File: src/rtl/alu_pkg.sv
// Shared definitions for the ALU sequencer: opcodes, instruction field layout
// and FSM state encoding.
package alu_pkg;

   localparam int DATA_W  = 4;
   localparam int ADDR_W  = 2;
   localparam int REG_N   = 4;
   localparam int OP_W    = 3;
   localparam int INSTR_W = 10;

   // in_instr = {ld, op[2:0], rd[1:0], rs1[1:0], rs2[1:0]}; imm = {rs1, rs2}
   localparam int LD_POS  = 9;
   localparam int OP_LSB  = 6;
   localparam int RD_LSB  = 4;
   localparam int RS1_LSB = 2;
   localparam int RS2_LSB = 0;
   localparam int IMM_LSB = 0;

   localparam logic [OP_W-1:0] OP_ADD  = 3'b000;
   localparam logic [OP_W-1:0] OP_SUB  = 3'b001;
   localparam logic [OP_W-1:0] OP_XOR  = 3'b010;
   localparam logic [OP_W-1:0] OP_OR   = 3'b011;
   localparam logic [OP_W-1:0] OP_AND  = 3'b100;
   localparam logic [OP_W-1:0] OP_NOR  = 3'b101;
   localparam logic [OP_W-1:0] OP_NAND = 3'b110;
   localparam logic [OP_W-1:0] OP_XNOR = 3'b111;

   typedef enum logic [1:0] {
      S_IDLE = 2'd0,
      S_EXEC = 2'd1,
      S_WB   = 2'd2
   } state_t;

   // The ALU carry output only has meaning for arithmetic opcodes.
   function automatic logic carry_valid(input logic [OP_W-1:0] op);
      return (op == OP_ADD) || (op == OP_SUB);
   endfunction

endpackage

File: src/rtl/regfile4x4.sv
// 4 x 4-bit register file: two combinational read ports, one synchronous
// write port, asynchronous active-low clear.
module regfile4x4
   import alu_pkg::*;
(
   input  logic              clk,
   input  logic              rst_n,
   input  logic [ADDR_W-1:0] ra_addr,
   output logic [DATA_W-1:0] ra_data,
   input  logic [ADDR_W-1:0] rb_addr,
   output logic [DATA_W-1:0] rb_data,
   input  logic              we,
   input  logic [ADDR_W-1:0] wa,
   input  logic [DATA_W-1:0] wd
);

   logic [DATA_W-1:0] regs [REG_N];

   always_ff @(posedge clk or negedge rst_n) begin
      if (!rst_n) begin
         for (int i = 0; i < REG_N; i++) regs[i] <= '0;
      end else if (we) begin
         regs[wa] <= wd;
      end
   end

   assign ra_data = regs[ra_addr];
   assign rb_data = regs[rb_addr];

endmodule

File: src/rtl/alu_sequencer.sv
// Sequencer for an external 4-bit combinational ALU: accepts instructions,
// drives the ALU pins for one cycle, writes back and returns the result.
module alu_sequencer
   import alu_pkg::*;
(
   input  logic               clk,
   input  logic               rst_n,
   input  logic               in_valid,
   output logic               in_ready,
   input  logic [INSTR_W-1:0] in_instr,
   output logic               res_valid,
   input  logic               res_ready,
   output logic [DATA_W-1:0]  res_data,
   output logic               res_cout,
   output logic [ADDR_W-1:0]  res_rd,
   output logic [OP_W-1:0]    alu_ctrl,
   output logic [DATA_W-1:0]  alu_a,
   output logic [DATA_W-1:0]  alu_b,
   input  logic [DATA_W-1:0]  alu_x,
   input  logic               alu_cout
);

   state_t               state;
   logic [INSTR_W-1:0]   ir;
   logic [DATA_W-1:0]    rdata_a;
   logic [DATA_W-1:0]    rdata_b;
   logic                 ir_ld;
   logic [OP_W-1:0]      ir_op;
   logic [ADDR_W-1:0]    ir_rd;
   logic [DATA_W-1:0]    ir_imm;
   logic [DATA_W-1:0]    wr_data;
   logic                 wr_en;

   assign ir_ld   = ir[LD_POS];
   assign ir_op   = ir[OP_LSB +: OP_W];
   assign ir_rd   = ir[RD_LSB +: ADDR_W];
   assign ir_imm  = ir[IMM_LSB +: DATA_W];
   assign wr_data = ir_ld ? ir_imm : alu_x;
   assign wr_en   = (state == S_EXEC);

   // Operands are fetched as the instruction is accepted, so the ALU pins are
   // already registered and stable for the whole EXEC cycle.
   regfile4x4 u_regfile (
      .clk     (clk),
      .rst_n   (rst_n),
      .ra_addr (in_instr[RS1_LSB +: ADDR_W]),
      .ra_data (rdata_a),
      .rb_addr (in_instr[RS2_LSB +: ADDR_W]),
      .rb_data (rdata_b),
      .we      (wr_en),
      .wa      (ir_rd),
      .wd      (wr_data)
   );

   always_ff @(posedge clk or negedge rst_n) begin
      if (!rst_n) begin
         state     <= S_IDLE;
         ir        <= '0;
         in_ready  <= 1'b1;
         res_valid <= 1'b0;
         res_data  <= '0;
         res_cout  <= 1'b0;
         res_rd    <= '0;
         alu_ctrl  <= '0;
         alu_a     <= '0;
         alu_b     <= '0;
      end else begin
         case (state)
            S_IDLE: begin
               if (in_valid) begin
                  ir       <= in_instr;
                  alu_ctrl <= in_instr[OP_LSB +: OP_W];
                  alu_a    <= rdata_a;
                  alu_b    <= rdata_b;
                  in_ready <= 1'b0;
                  state    <= S_EXEC;
               end
            end
            S_EXEC: begin
               res_data  <= wr_data;
               res_cout  <= !ir_ld && carry_valid(ir_op) && alu_cout;
               res_rd    <= ir_rd;
               res_valid <= 1'b1;
               state     <= S_WB;
            end
            S_WB: begin
               if (res_ready) begin
                  res_valid <= 1'b0;
                  in_ready  <= 1'b1;
                  state     <= S_IDLE;
               end
            end
            default: begin
               state     <= S_IDLE;
               in_ready  <= 1'b1;
               res_valid <= 1'b0;
            end
         endcase
      end
   end

endmodule

File: config.mk
export PLATFORM = sky130hd
export DESIGN_NAME = alu_sequencer
export DESIGN_NICKNAME = d
export VERILOG_FILES = /design/src/rtl/alu_pkg.sv /design/src/rtl/regfile4x4.sv /design/src/rtl/alu_sequencer.sv
export SDC_FILE = /design/constraint.sdc
export NUM_CORES = 1
export LEC_CHECK = 0
export ABC_CLOCK_PERIOD_IN_PS = 1850
export CORE_UTILIZATION = 51
export CTS_BUF_LIST = sky130_fd_sc_hd__clkbuf_4 sky130_fd_sc_hd__clkbuf_8 sky130_fd_sc_hd__clkbuf_16
export CTS_CLUSTER_DIAMETER = 120
export DETAILED_ROUTE_END_ITERATION = 12
export PLACE_DENSITY = 0.79
export SLEW_MARGIN = 20
export SYNTH_ARGS = -nofsm -noshare
export SYNTH_HDL_FRONTEND = slang
export SYNTH_SLANG_ARGS = --single-unit
File: constraint.sdc
create_clock -name clk -period 1.85 [get_ports clk]
set_input_delay 0.37 -clock clk [delete_from_list [all_inputs] [get_ports clk]]
set_output_delay 0.37 -clock clk [all_outputs]
set_load 0.005 [all_outputs]
==> metrics.yaml <==
outcome: "completed"
final_util_pct: 67.3
finalCritPeriodShare_pct: 92.5
rsz0062_at_grt: "no"
slew_viol_final: 0
crit_chain: "clkdlybuf4s50_1"
final.fill_count: 314
cts_tree: "yes"
synth_compound_area_share_pct: 6.17
reg2reg_from: "ir[9]"
start_util_pct: 53.9
tns_ps: 0
clock_latency_ps: 300
wirelength_um: 3670
drcViolationCount: 0
dpl.hpwl_um: 2670
cts_hold_buf: 0
synth_area_um2: 1990
critPathCaptureType: "output pin"
synth.area.mux_share_pct: 12.2
first_iter_violations: 71
via_count: 1378
cts_setup_buffers: 0
area_growth_pct: 24.9
peakVddDrop_uv: 700
antenna_found_initial: 0
htreeDepth: 2
chipWidth_um: 64.4
wl_met3_um: 136
yosysSeqAreaShare_pct: 56.7
io_buffers: 38
root_buffer: "clkbuf_8"
synthSimpleGateAreaFrac_pct: 19.0
diodes: 0
ant_nets: 0
arrival_ps: 1340
syn_area_per_cell_um2: 10.7
slowest_stage: "dfstp_2"
fp.dieH_um: 64.4
drive_gt1_share_pct: 12.5
grt_max_degree: 27
worst_setup_path_start_kind: "flop"
design.core.area_um2: 3690
synth_xor_area_share_pct: 0
gr-usage-all-layers_pct: 20.4
gp_congestion: 0.807
post_drt_wl_per_cell_um: 13.5
wl_met1_um: 1760
layout_commonest_cell: "nand2_1"
grt_pass1_vias: 1296
powerDensity_nw_per_um2: 1590
num_rows: 22
grt_pass1_wl_um: 6230
dieArea_um2: 4150
nets: 242
min_path_type: "primary input to asynchronous set/reset pin"
cp_num_buf_inv: 1
relSlewSlack_pct: 61.2
crit_family: "flip-flops"
setup_ws_ps: 139
fin_skew_ps: 5.55
cpPeakStageDelay_ps: 550
clk_pin_slew_worst_paths_ps: 80
drv_cap: 0
multi_input_area_um2: 742
ys_ff_latch: 45
syn_nets: 205
synth_cell_type_count: 24
clk_path_buf_depth: 2
io_pins: 39
finalHoldViolations: 0
fmax_ghz: 0.584
final-seq-area_um2: 1130
synth_warnings: 0
ctsResizeCount: 0
place_ws_ps: 38.4
final-setup-viol-count: 0
cp.required_ps: 1480
firstDrtPassIters: 4
synth_top_family_by_area: "simple AND/OR/NAND/NOR gates"
syn_inst: 186
wl_met2_um: 1700
top_layer: "met4"
period_minus_slack_ps: 1710
vias_per_cell: 5.07
clock-sinks: 45
p_leak_nw: 1.11
crit_fanout: 3
numCtsBuffers: 5
synthAdderAreaFrac_pct: 0
critPathLaunch: "in_ready"
layout_common_cells: "65 x nand2_1, 44 x dfrtp_1, 37 x clkdlybuf4s50_1"
overflow: 0
worst-setup-path-type: "flop to output pin"
worstMarginPinSlew_ps: 566
[registers in the layout, summed over array words and instances, names as in the netlist]
signal and count:
res_valid 1, alu_b 4, ir 8, in_ready 1, alu_ctrl 2, alu_a 4
res_rd 2, u_regfile.regs 16, res_data 4, state 2, res_cout 1
[kinds of logic after synthesis]
kind of cell    after synthesis
simple gates                 88
flops                        45
compound gates               24
buf+inv                      15
mux                          14
[layer usage]
| layer | GRT usage, % | vias up |
|---|---|---|
| met5 | 0 | - |
| met4 | 10.0 | 0 |
| met3 | 3.70 | 6 |
| met2 | 29.9 | 32 |
| met1 | 29.5 | 650 |
| li1 | - | 690 |
[stage by stage]
step / hold WS [ps] / std cells / power (W) / instance area [µm²]
2_1_floorplan: 74.4 / 186 / 0.00272 / 1990
3_3_place_gp: 342 / 264 / 0.00331 / 2390
3_5_place_dp: 350 / 264 / 0.00338 / 2390
4_1_cts: 21.9 / 272 / 0.00400 / 2480
5_1_grt: 43.2 / 272 / 0.00426 / 2480
6_report: 11.0 / 272 / 0.00396 / 2480
[path summary, 6_finish.rpt]
check,endpoint,slack (ps),cells past startpoint
setup / recovery,in_ready,140,1
hold / removal,alu_b[2],10,1
min in group clk,alu_a[2],480,2
hold reg to reg,alu_a[2],480,2
max in group asynchronous,res_data[3],1350,2
setup reg to reg,res_data[3],480,2
[cell usage after synthesis (all sizes together)]
library cell | count | area share (%)
mux2i | 4 | 2.0
nor2 | 14 | 2.6
nand2b | 2 | 0.63
dfstp | 1 | 1.3
dfrtp | 44 | 55
or3b | 1 | 0.44
buf | 10 | 4.3
clkinv | 1 | 0.82
nor3 | 1 | 0.25
nand4b | 1 | 0.44
mux2 | 2 | 1.1
o21ai | 10 | 2.5
mux4 | 8 | 9.1
o21a | 1 | 0.38
nor4b | 1 | 0.76
nand2 | 65 | 12
a21oi | 13 | 3.3
or4b | 1 | 0.50
clkbuf | 4 | 0.76
nor4bb | 2 | 1.0
[cell type report]
| type | instances | share of cell area, % |
|---|---|---|
| sequential | 45 | 45.4 |
| multi-input combinational | 126 | 29.9 |
| timing repair buffer | 44 | 17.9 |
| clock buffer | 6 | 3.07 |
| tap | 48 | 2.42 |
| inverter | 1 | 0.655 |
| clock inverter | 2 | 0.605 |
[report_power, final]
group          leakage, nW  switching (W)  total, W  internal, W
Clock               0.0408       0.000329  0.000609     0.000281
Sequential           0.527       0.000374   0.00183      0.00146
Combinational        0.539       0.000631   0.00151     0.000883
Total                 1.11        0.00133   0.00396      0.00262
Note: power is estimated with default switching activity, not from simulation.
